**config.mk**
```make
export PLATFORM = sky130hd
export DESIGN_NAME = pc_gen
export DESIGN_NICKNAME = d
export VERILOG_FILES = /design/src/rtl/pc_gen_pkg.sv /design/src/rtl/pc_next_sel.sv /design/src/rtl/pc_gen.sv
export SDC_FILE = /design/constraint.sdc
export NUM_CORES = 1
export LEC_CHECK = 0
export ABC_AREA = 1
export CAP_MARGIN = 20
export CELL_PAD_IN_SITES_DETAIL_PLACEMENT = 2
export CELL_PAD_IN_SITES_GLOBAL_PLACEMENT = 2
export CORE_MARGIN = 1.5
export CORE_UTILIZATION = 28
export DETAILED_ROUTE_END_ITERATION = 12
export GPL_TIMING_DRIVEN = 0
export PLACE_DENSITY_LB_ADDON = 0.1
export SLEW_MARGIN = 0
export SYNTH_ARGS = -nofsm -noshare
export SYNTH_HDL_FRONTEND = slang
export SYNTH_SLANG_ARGS = --single-unit
```
**constraint.sdc**
```tcl
create_clock -name clk -period 3.1 [get_ports clk]
set_clock_uncertainty 0.2 [all_clocks]
set_input_delay 0.62 -clock clk [delete_from_list [all_inputs] [get_ports clk]]
set_output_delay 0.62 -clock clk [all_outputs]
set_load 0.03 [all_outputs]
```
**src/rtl/pc_gen_pkg.sv**
```systemverilog
// Shared definitions for the IF-stage fetch-address generator.
// Latency: n/a (types and constants only).
// Backpressure: n/a. Build option PC_MISALIGN_CHK_EN is consumed by pc_next_sel and pc_gen.
package pc_gen_pkg;

  // Stall bus width from ctrl, and its "nothing stalled" value.
  localparam int StallBus = 6;
  localparam logic [StallBus-1:0] NoStop = '0;

  // Instruction-memory enable levels.
  localparam logic ChipEnable  = 1'b1;
  localparam logic ChipDisable = 1'b0;

  // Default fetch granule in bytes.
  localparam int INST_BYTES_DEF = 4;

  // Fetch FSM states.
  typedef enum logic [1:0] {
    PC_S_OFF  = 2'd0,
    PC_S_RUN  = 2'd1,
    PC_S_PEND = 2'd2
  } pc_state_e;

  // Which next-PC source won the priority mux this cycle.
  typedef enum logic [2:0] {
    SEL_HOLD  = 3'd0,  // nothing changes
    SEL_FLUSH = 3'd1,  // exception redirect
    SEL_PEND  = 3'd2,  // release of a captured branch
    SEL_BR    = 3'd3,  // live branch taken immediately
    SEL_CAP   = 3'd4,  // branch captured while fetch cannot advance
    SEL_INC   = 3'd5   // sequential fetch
  } pc_sel_e;

endpackage

```
**src/rtl/pc_next_sel.sv**
```systemverilog
// Combinational next-PC priority mux: flush > pending branch > live branch/capture > increment.
// Latency: 0 cycles (pure combinational; the caller registers the result).
// Backpressure: honours advance_i only; flush is applied regardless. Uses PC_MISALIGN_CHK_EN.
import pc_gen_pkg::*;

module pc_next_sel #(
  parameter int ADDR_W     = 32,
  parameter int INST_BYTES = INST_BYTES_DEF
) (
  input  pc_state_e          state_i,
  input  logic               advance_i,
  input  logic               flush_i,
  input  logic [ADDR_W-1:0]  new_pc_i,
  input  logic               branch_flag_i,
  input  logic [ADDR_W-1:0]  branch_target_i,
  input  logic [ADDR_W-1:0]  pc_i,
  input  logic [ADDR_W-1:0]  pend_pc_i,
  output pc_sel_e            sel_o,
  output logic [ADDR_W-1:0]  pc_nxt_o,
  output logic [ADDR_W-1:0]  pend_nxt_o,
  output logic               misalign_nxt_o
);

  // Low address bits that must be zero for an aligned fetch (all-zero when INST_BYTES = 1).
  localparam logic [ADDR_W-1:0] LOW_MASK = ADDR_W'(INST_BYTES - 1);
  localparam logic [ADDR_W-1:0] INC      = ADDR_W'(INST_BYTES);

  logic [ADDR_W-1:0] new_pc_fix;
  logic [ADDR_W-1:0] br_tgt_fix;
  logic [ADDR_W-1:0] pend_fix;

`ifdef PC_MISALIGN_CHK_EN
  // Redirect addresses are passed through untouched; misalign_o flags them instead.
  assign new_pc_fix = new_pc_i;
  assign br_tgt_fix = branch_target_i;
  assign pend_fix   = pend_pc_i;
`else
  // Redirect addresses are forced onto an instruction boundary.
  assign new_pc_fix = new_pc_i & ~LOW_MASK;
  assign br_tgt_fix = branch_target_i & ~LOW_MASK;
  assign pend_fix   = pend_pc_i & ~LOW_MASK;
`endif

  // Priority selection of the next PC, pending target and misalign flag.
  always_comb begin
    sel_o          = SEL_HOLD;
    pc_nxt_o       = pc_i;
    pend_nxt_o     = pend_pc_i;
    misalign_nxt_o = 1'b0;
    if (state_i != PC_S_OFF) begin
      if (flush_i) begin
        sel_o          = SEL_FLUSH;
        pc_nxt_o       = new_pc_fix;
        pend_nxt_o     = '0;
        misalign_nxt_o = |(new_pc_i & LOW_MASK);
      end else if (state_i == PC_S_PEND && advance_i) begin
        sel_o          = SEL_PEND;
        pc_nxt_o       = pend_fix;
        misalign_nxt_o = |(pend_pc_i & LOW_MASK);
      end else if (state_i == PC_S_RUN && branch_flag_i && advance_i) begin
        sel_o          = SEL_BR;
        pc_nxt_o       = br_tgt_fix;
        misalign_nxt_o = |(branch_target_i & LOW_MASK);
      end else if (state_i == PC_S_RUN && branch_flag_i) begin
        // First capture wins; in PEND a re-presented branch never reaches here.
        sel_o      = SEL_CAP;
        pend_nxt_o = br_tgt_fix;
      end else if (state_i == PC_S_RUN && advance_i) begin
        sel_o    = SEL_INC;
        pc_nxt_o = pc_i + INC;
      end
    end
  end

endmodule

```
**src/rtl/pc_gen.sv**
```systemverilog
// IF-stage fetch-address generator: PC register, imem chip enable, branch capture under stall.
// Latency: redirects and increments appear on pc_o one cycle after the deciding edge.
// Backpressure: stall_i[0]=1 or inst_ready_i=0 holds pc_o; branches seen then are captured.
// Build option: PC_MISALIGN_CHK_EN keeps misaligned redirects and reports them on misalign_o.
import pc_gen_pkg::*;

module pc_gen #(
  parameter int                ADDR_W     = 32,
  parameter logic [ADDR_W-1:0] RESET_VEC  = '0,
  parameter int                INST_BYTES = INST_BYTES_DEF,
  parameter int                STALL_W    = StallBus
) (
  input  logic               clk,
  input  logic               rst,
  input  logic [STALL_W-1:0] stall_i,
  input  logic               flush_i,
  input  logic [ADDR_W-1:0]  new_pc_i,
  input  logic               branch_flag_i,
  input  logic [ADDR_W-1:0]  branch_target_address_i,
  input  logic               inst_ready_i,
  output logic [ADDR_W-1:0]  pc_o,
  output logic               ce_o,
  output logic               misalign_o
);

  pc_state_e         state_q, state_d;
  logic [ADDR_W-1:0] pc_q, pc_d;
  logic [ADDR_W-1:0] pend_pc_q, pend_pc_d;
  logic              ce_q, ce_d;
  logic              advance;

  pc_sel_e           sel;
  logic [ADDR_W-1:0] pc_nxt;
  logic [ADDR_W-1:0] pend_nxt;
  logic              misalign_nxt;

  // Only bit 0 of the ctrl stall vector concerns fetch.
  logic unused_stall;
  assign unused_stall = ^stall_i;

  assign advance = ce_q & ~stall_i[0] & inst_ready_i;

  pc_next_sel #(
    .ADDR_W     (ADDR_W),
    .INST_BYTES (INST_BYTES)
  ) u_next_sel (
    .state_i         (state_q),
    .advance_i       (advance),
    .flush_i         (flush_i),
    .new_pc_i        (new_pc_i),
    .branch_flag_i   (branch_flag_i),
    .branch_target_i (branch_target_address_i),
    .pc_i            (pc_q),
    .pend_pc_i       (pend_pc_q),
    .sel_o           (sel),
    .pc_nxt_o        (pc_nxt),
    .pend_nxt_o      (pend_nxt),
    .misalign_nxt_o  (misalign_nxt)
  );

  // Fetch FSM next state: OFF turns the memory on, RUN/PEND follow the mux decision.
  always_comb begin
    state_d   = state_q;
    pc_d      = pc_q;
    pend_pc_d = pend_pc_q;
    ce_d      = ce_q;
    case (state_q)
      PC_S_OFF: begin
        state_d = PC_S_RUN;
        ce_d    = ChipEnable;
      end
      default: begin
        pc_d      = pc_nxt;
        pend_pc_d = pend_nxt;
        case (sel)
          SEL_FLUSH, SEL_PEND: state_d = PC_S_RUN;
          SEL_CAP:             state_d = PC_S_PEND;
          default:             state_d = state_q;
        endcase
      end
    endcase
  end

  // FSM, PC, pending target and chip-enable registers.
  always_ff @(posedge clk or negedge rst) begin
    if (!rst) begin
      state_q   <= PC_S_OFF;
      pc_q      <= RESET_VEC;
      pend_pc_q <= '0;
      ce_q      <= ChipDisable;
    end else begin
      state_q   <= state_d;
      pc_q      <= pc_d;
      pend_pc_q <= pend_pc_d;
      ce_q      <= ce_d;
    end
  end

  assign pc_o = pc_q;
  assign ce_o = ce_q;

`ifdef PC_MISALIGN_CHK_EN
  logic misalign_q, misalign_d;

  // Flag follows each pc update: redirects re-evaluate it, increments clear it, holds keep it.
  always_comb begin
    misalign_d = misalign_q;
    if (state_q != PC_S_OFF && sel != SEL_HOLD && sel != SEL_CAP) begin
      misalign_d = misalign_nxt;
    end
  end

  // Misalign flag register.
  always_ff @(posedge clk or negedge rst) begin
    if (!rst) begin
      misalign_q <= 1'b0;
    end else begin
      misalign_q <= misalign_d;
    end
  end

  assign misalign_o = misalign_q;
`else
  // Redirects are aligned on load, so nothing can be misaligned.
  logic unused_misalign;
  assign unused_misalign = misalign_nxt;
  assign misalign_o      = 1'b0;
`endif

endmodule

```
# After elaboration in Yosys (flattened, before gate mapping)
# Index checks and enable logic that the tools add are counted.
# W data, S select, Z words.
word_totals:
  regBits: 67
  input_bits: 75
  out_inout_bits: 34
  elab_cells: 46
classes:
  add_sub_neg: 1
  n_eq_ne: 8
  n_mux: 17
  bitwise_logic: 4
  n_reduce_logical: 12
ops:
  columns: ["operator", "count"]
  rows:
  - ["$mux W32", 9]
  - ["$add A32 B3 Y32 const B", 1]
  - ["$mux W3", 6]
  - ["$reduce_and A5 Y1", 1]
  - ["$logic_and A1 B1 Y1", 4]
  - ["$ne A2 B2 Y1 const B", 2]
  - ["$ne A4 B3 Y1 const B", 1]
  - ["$pmux W2 S2", 1]
  - ["$reduce_and A4 Y1", 1]
  - ["$reduce_bool A2 Y1", 2]
  - ["$reduce_bool A4 Y1", 1]
  - ["$eq A3 B1 Y1 const B", 1]
  - ["$eq A3 B2 Y1 const B", 1]
  - ["$eq A3 B3 Y1 const B", 1]
  - ["$reduce_bool A3 Y1", 1]
  - ["$and A1 B1 Y1", 2]
  - ["$eq A2 B1 Y1 const B", 1]
  - ["$eq A2 B2 Y1 const B", 1]
  - ["$logic_not A2 Y1", 1]
  - ["$mux W2", 1]
  - ["$not A1 Y1", 2]
  - ["$reduce_or A2 Y1", 1]

# Logic depth before layout (Yosys ltp)
# Gate-level depths: netlist (run 1).
depth:
  depth_word: 14
  depth_mapped: 13
  mapped_depth_nobuf: 13

# Hierarchy
# From an unflattened synthesis (run 1), not the netlist that was laid out.
hier_totals:
  hier_cells: 902
  hier_area_um2: 5392.7
by_module_without_submodules:
  columns: ["mod", "instances", "cells_per_inst", "area_each_um2", "seq_area_each_um2"]
  rows:
  - ["pc_next_sel", 1, 608, 2810.2, 0.0]
  - ["pc_gen", 1, 294, 2582.5, 1676.6]

# Worst setup path before layout (run 1)
# OpenSTA, ideal clock, no wires.
synth_timing:
  kind: "reg2reg"
  from: "reg pc_q[3] (netlist: pc_o[3])"
  to: "reg pc_q[28] (netlist: pc_o[28])"
  setup_time_ns: 0.117
  arrival_ns: 1.681
  required_time_ns: 2.783
  path_slack_ns: 1.102
  path_stages_with_launch: 13
  path_buffers: 0
  period_less_slack_ns: 1.998
  cell_sequence: "dfrtp_1 > ha_1 > nand2_1 > nor2_2 > nand2_2 > nor2_2 > nand3_1 > nand3_1 > nand2_1 > nand2_1 > nand2_1 > nand2_1 > nand2_1"
synth_via:
  elab_chain_len: 6
synth_lines:
  columns: ["item", "line", "source"]
  rows:
  - ["start, declared", "pc_gen.sv:27", "logic [ADDR_W-1:0] pc_q, pc_d;"]
  - ["start signal, assigned", "pc_gen.sv:93", "pc_q <= pc_d;"]
  - ["$add A32 B3 Y32", "pc_next_sel.sv:70", "pc_nxt_o = pc_i + INC;"]
  - ["$mux W32", "pc_next_sel.sv:68", "end else if (state_i == PC_S_RUN && advance_i) begin"]
  - ["$mux W32", "pc_next_sel.sv:64", "end else if (state_i == PC_S_RUN && branch_flag_i) begin"]
  - ["$mux W32", "pc_next_sel.sv:60", "end else if (state_i == PC_S_RUN && branch_flag_i && advance_i) begin"]
  - ["$mux W32", "pc_next_sel.sv:56", "end else if (state_i == PC_S_PEND && advance_i) begin"]
  - ["$mux W32", "pc_next_sel.sv:51", "if (flush_i) begin"]
# Every way passes these cells. The select of a mux whose other input is x is not followed.
# A chain may end at the register's enable or synchronous reset.

# Worst setup path after layout (run 1)
layout_timing:
  from: "in flush_i"
  to: "reg pc_q[5] (netlist: pc_o[5])"
layout_via:
  elab_chain_len: 2
  word_cells_on_any_way: 4
  classes_between: "eq/ne (1); mux (1); reduce/logical (2)"
layout_lines:
  columns: ["item", "line", "source"]
  rows:
  - ["start, declared", "pc_gen.sv:16", "input logic flush_i,"]
  - ["$ne A4 B3 Y1 (no line) or $reduce_bool A4 Y1 (tied branches)", null, null]
  - ["$reduce_and A4 Y1 (no line)", null, null]
# Several ways; a longest one is shown, not always the timed one.

==> results of run 1 <==
## worst max-delay path, stage by stage
cell and delay, ps:
clkdlybuf4s50_1 580, inv_1 210, buf_2 290, clkbuf_1 540, o21ai_0 220, o21ai_1 190, o21ai_0 120
## layer usage
| layer | vias up | track usage | share of wire |
|---|---|---|---|
| li1 | 2315 | - | - |
| met1 | 2361 | 0.304 | 0.46 |
| met2 | 91 | 0.413 | 0.49 |
| met3 | 25 | 0.0302 | 0.029 |
| met4 | 0 | 0.0795 | 0.022 |
| met5 | - | 0 | 0 |
## synthesized netlist by cell type
cell and n:
dfrtp_1 63, nor2_2 10, buf_4 3, nor2_4 3, ha_1 1, xnor2_1 7
nor3_1 1, a21oi_1 7, clkbuf_1 14, buf_6 3, nor2b_1 1, nand2_2 3
a21oi_4 1, buf_2 12, o21ai_0 44, inv_2 3, nand3_1 52, o2111ai_1 1
nand4_1 2, xor2_1 5, o21ai_1 3, o22ai_1 25, inv_1 98, or2_2 3
nand2_1 226, o211ai_1 3, nor2_1 83, conb_1 1, and2_1 2
## cells in the final DEF (no fill, tap or decap)
cell type and n:
a21oi_1 7, a21oi_4 1, and2_1 2, buf_16 1, buf_2 12, buf_4 4, buf_6 3, clkbuf_1 16
clkbuf_16 9, clkbuf_8 2, clkdlybuf4s50_1 95, clkinv_2 1, conb_1 3, dfrtp_1 63, dlygate4sd3_1 1, ha_1 1
inv_1 98, inv_2 3, nand2_1 226, nand2_2 3, nand3_1 52, nand4_1 2, nor2_1 83, nor2_2 10
nor2_4 3, nor2b_1 1, nor3_1 1, o2111ai_1 1, o211ai_1 3, o21ai_0 44, o21ai_1 3, o22ai_1 25
or2_2 3, xnor2_1 7, xor2_1 5
## flip-flops by register name, indices dropped and copies added (netlist names)
name	flops
ce_o	1
pc_o	30
pend_pc_q	30
state_q	2
## how the worst min path moves through the flow
stage | to | slack (ps) | cells past startpoint
final | ce_o | 300 | 1
after floorplan | ce_o | 120 | 0
after CTS | ce_o | 310 | 1
after global placement | ce_o | 280 | 1
after detailed placement | ce_o | 290 | 1
after global routing | ce_o | 340 | 1
## cell type report
class                           count  area (sq um)
Clock inverter                      1          5.00
Sequential cell                    63          1580
Timing Repair Buffer               98           996
Buffer                             32           169
Tap cell                          188           235
Clock buffer                       13           260
Multi-Input combinational cell    486          2190
Inverter                          101           379
Fill cell                        1805          9280
## per-stage QoR
step / util / power (mW) / TNS (ps) / hold slack, ps / cell area (sq um)
6_report: 0.385 / 3.52 / 0 / 304 / 5810
2_1_floorplan: - / 1.94 / 0 / 124 / 4320
3_3_place_gp: 0.365 / 2.52 / -81600 / 283 / 5510
3_5_place_dp: 0.367 / 2.59 / -41.9 / 294 / 5540
4_1_cts: 0.385 / 3.57 / 0 / 313 / 5810
5_1_grt: 0.385 / 3.74 / 0 / 336 / 5810
## power breakdown
part	total, mW	internal, mW	leakage [nW]	switching (mW)
Clock	0.953	0.575	0.132	0.378
Sequential	1.19	0.979	0.795	0.211
Combinational	1.38	0.527	1.86	0.848
Total	3.52	2.08	2.79	1.44
## logic make-up after synthesis
| group | after synthesis | synth area share |
|---|---|---|
| buf+inv | 133 | 0.127 |
| other cells | 1 | 0.000870 |
| compound gates | 84 | 0.110 |
| fa+ha+maj | 1 | 0.00290 |
| flops | 63 | 0.366 |
| simple gates | 386 | 0.369 |
| xor+xnor | 12 | 0.0244 |
## timing repair
item	CTS	global route
hold buffers	1	0
endpoints found under the hold margin	20	0
setup buffers	0	0
==> metrics.md, run 1 <==
| Metric | Value |
|---|---|
| Outcome | finished, final reports clean |
| Final std cells w/o fill | 982 |
| PortBufs | 96 |
| Register bit total from synthesis | 63 |
| Core area | 15100 sq um |
| Worst-Skew Late Latency | 340 ps |
| Setup crit start | flush_i |
| CTS tree | done |
| Syn_area_per_cell | 6.34 sq um |
| Hold_sp | ce_o |
| DRT Wirelength | 18300 microns |
| CTS Buffer Depth | 2 |
| CTS clk-pin slew, worst paths | 60 ps |
| Startpoint types | input port |
| Yosys top cell area share | 0.366 |
| Worst-Margin Slew | 789 ps |
| Initial antenna violation count | 0 |
| Final Hold Viols | 0 |
| Initial core utilization | 0.286 |
| DRT Pass-1 Iters | 4 |
| R2R Setup Slk | 740 ps |
| Total GRT Usage | 0.237 |
| Nets | 867 |
| CTS H-tree lvls | 3 |
| # DRC | 0 |
| Cell Area, Synth | 4310 sq um |
| R2R depth | 12 |
| Synth unique cells | 29 |
| CP Max Fanout | 10 |
| Max-slew headroom | 0.474 |
| FMAX | 0.363 GHz |
| Max-slew violation count | 0 |
| Tcrit/Tclk final | 0.889 |
| Hold Crit Class | reg2reg |
| First-pass GRT wire length | 29000 microns |
| Clk sinks | 63 |
| Area growth, synth to finish | 34.9% |
| Post-synth top area cell | dfrtp_1 |
| 1st-iter DRT viols | 188 |
| RSZ-0062 raised after global routing | no |
| Post-DP HPWL | 14400 microns |
| CP Capture Point | pc_o[5] |
| Leak | 2.79 nW |
| Post-placement setup slack | -41.9 ps |
| Setup Viol. Count Final | 0 |
| Seq/Total Area, Yosys | 0.366 |
| WP data required | 3110 ps |
| Vias/cell | 4.88 |
| Gate Count Post-Synth | 680 |
| Post-DRT Antenna Nets | 0 |
| Crit. End Element | flip-flop |
| Reg2reg start | pc_o[2] |
| Reg-to-reg endpoint | pc_o[20] |
| Die Wd | 127 microns |
| Maximum vdd drop | 290 uV |
| Vias | 4792 |
| Period minus WS final | 2760 ps |
| Placed Cells | 967 |
| Max capacitance violation total | 0 |
| TritonCTS buffer count | 9 |
| Post_cts resized | 0 |
| I/O pins | 109 |
| Kind of critical path | in2reg |
| Grt ovf | 0 |
| Pin count of the biggest net entering global routing | 44 |
| Root buf cell | clkbuf_16 |
| GPL Wtd Cong | 0.799 |
| Share of layout cells above drive strength 1 | 0.0693 |
| Synthesis warning total | 0 |
| Pwr dens | 605 nW/um^2 |
| Drt wl/cell | 18.7 microns |
| Arrival @ worst endpoint | 2770 ps |
| Row cnt | 45 |
| Die H | 127 microns |
| Final worst setup slack | 345 ps |
| Antenna cells | 0 |
| Vias in the first global route | 5284 |
| Die area | 16100 sq um |
| Ranking of synthesized cells by area | dfrtp_1 37%, nand2_1 20%, inv_1 8.5%, nor2_1 7.2%, nand3_1 6.0% |
Power figures use the tool's default switching activity.
==> run 2, diff against run 1 <==
--- a/config.mk
+++ b/config.mk
@@ -14,7 +14,7 @@
 export DETAILED_ROUTE_END_ITERATION = 12
 export GPL_TIMING_DRIVEN = 0
 export PLACE_DENSITY_LB_ADDON = 0.1
-export SLEW_MARGIN = 0
+export SLEW_MARGIN = 30
 export SYNTH_ARGS = -nofsm -noshare
 export SYNTH_HDL_FRONTEND = slang
 export SYNTH_SLANG_ARGS = --single-unit
==> results of run 2 <==
Final layout, timing and power as in run 1 (identical DEF).
==> run 3, diff against run 2 <==
--- a/config.mk
+++ b/config.mk
@@ -14,6 +14,7 @@
 export DETAILED_ROUTE_END_ITERATION = 12
 export GPL_TIMING_DRIVEN = 0
 export PLACE_DENSITY_LB_ADDON = 0.1
+export SKIP_LAST_GASP = 1
 export SLEW_MARGIN = 30
 export SYNTH_ARGS = -nofsm -noshare
 export SYNTH_HDL_FRONTEND = slang
==> constraint.sdc (replaced) <==
create_clock -name clk -period 3.2 [get_ports clk]
set_clock_uncertainty 0.2 [all_clocks]
set_input_delay 0.64 -clock clk [delete_from_list [all_inputs] [get_ports clk]]
set_output_delay 0.64 -clock clk [all_outputs]
set_load 0.03 [all_outputs]
==> results of run 3 <==
The final DEF is identical to that of run 1. Status: finished, final reports clean.
Main changes from that run: setup slack after placement -41.9 ps -> 38.1 ps; setup slack after layout 345 ps -> 425 ps; register-to-register setup slack 740 ps -> 840 ps; total power 3.52 mW -> 3.41 mW; worst IR drop on VDD 290 uV -> 281 uV
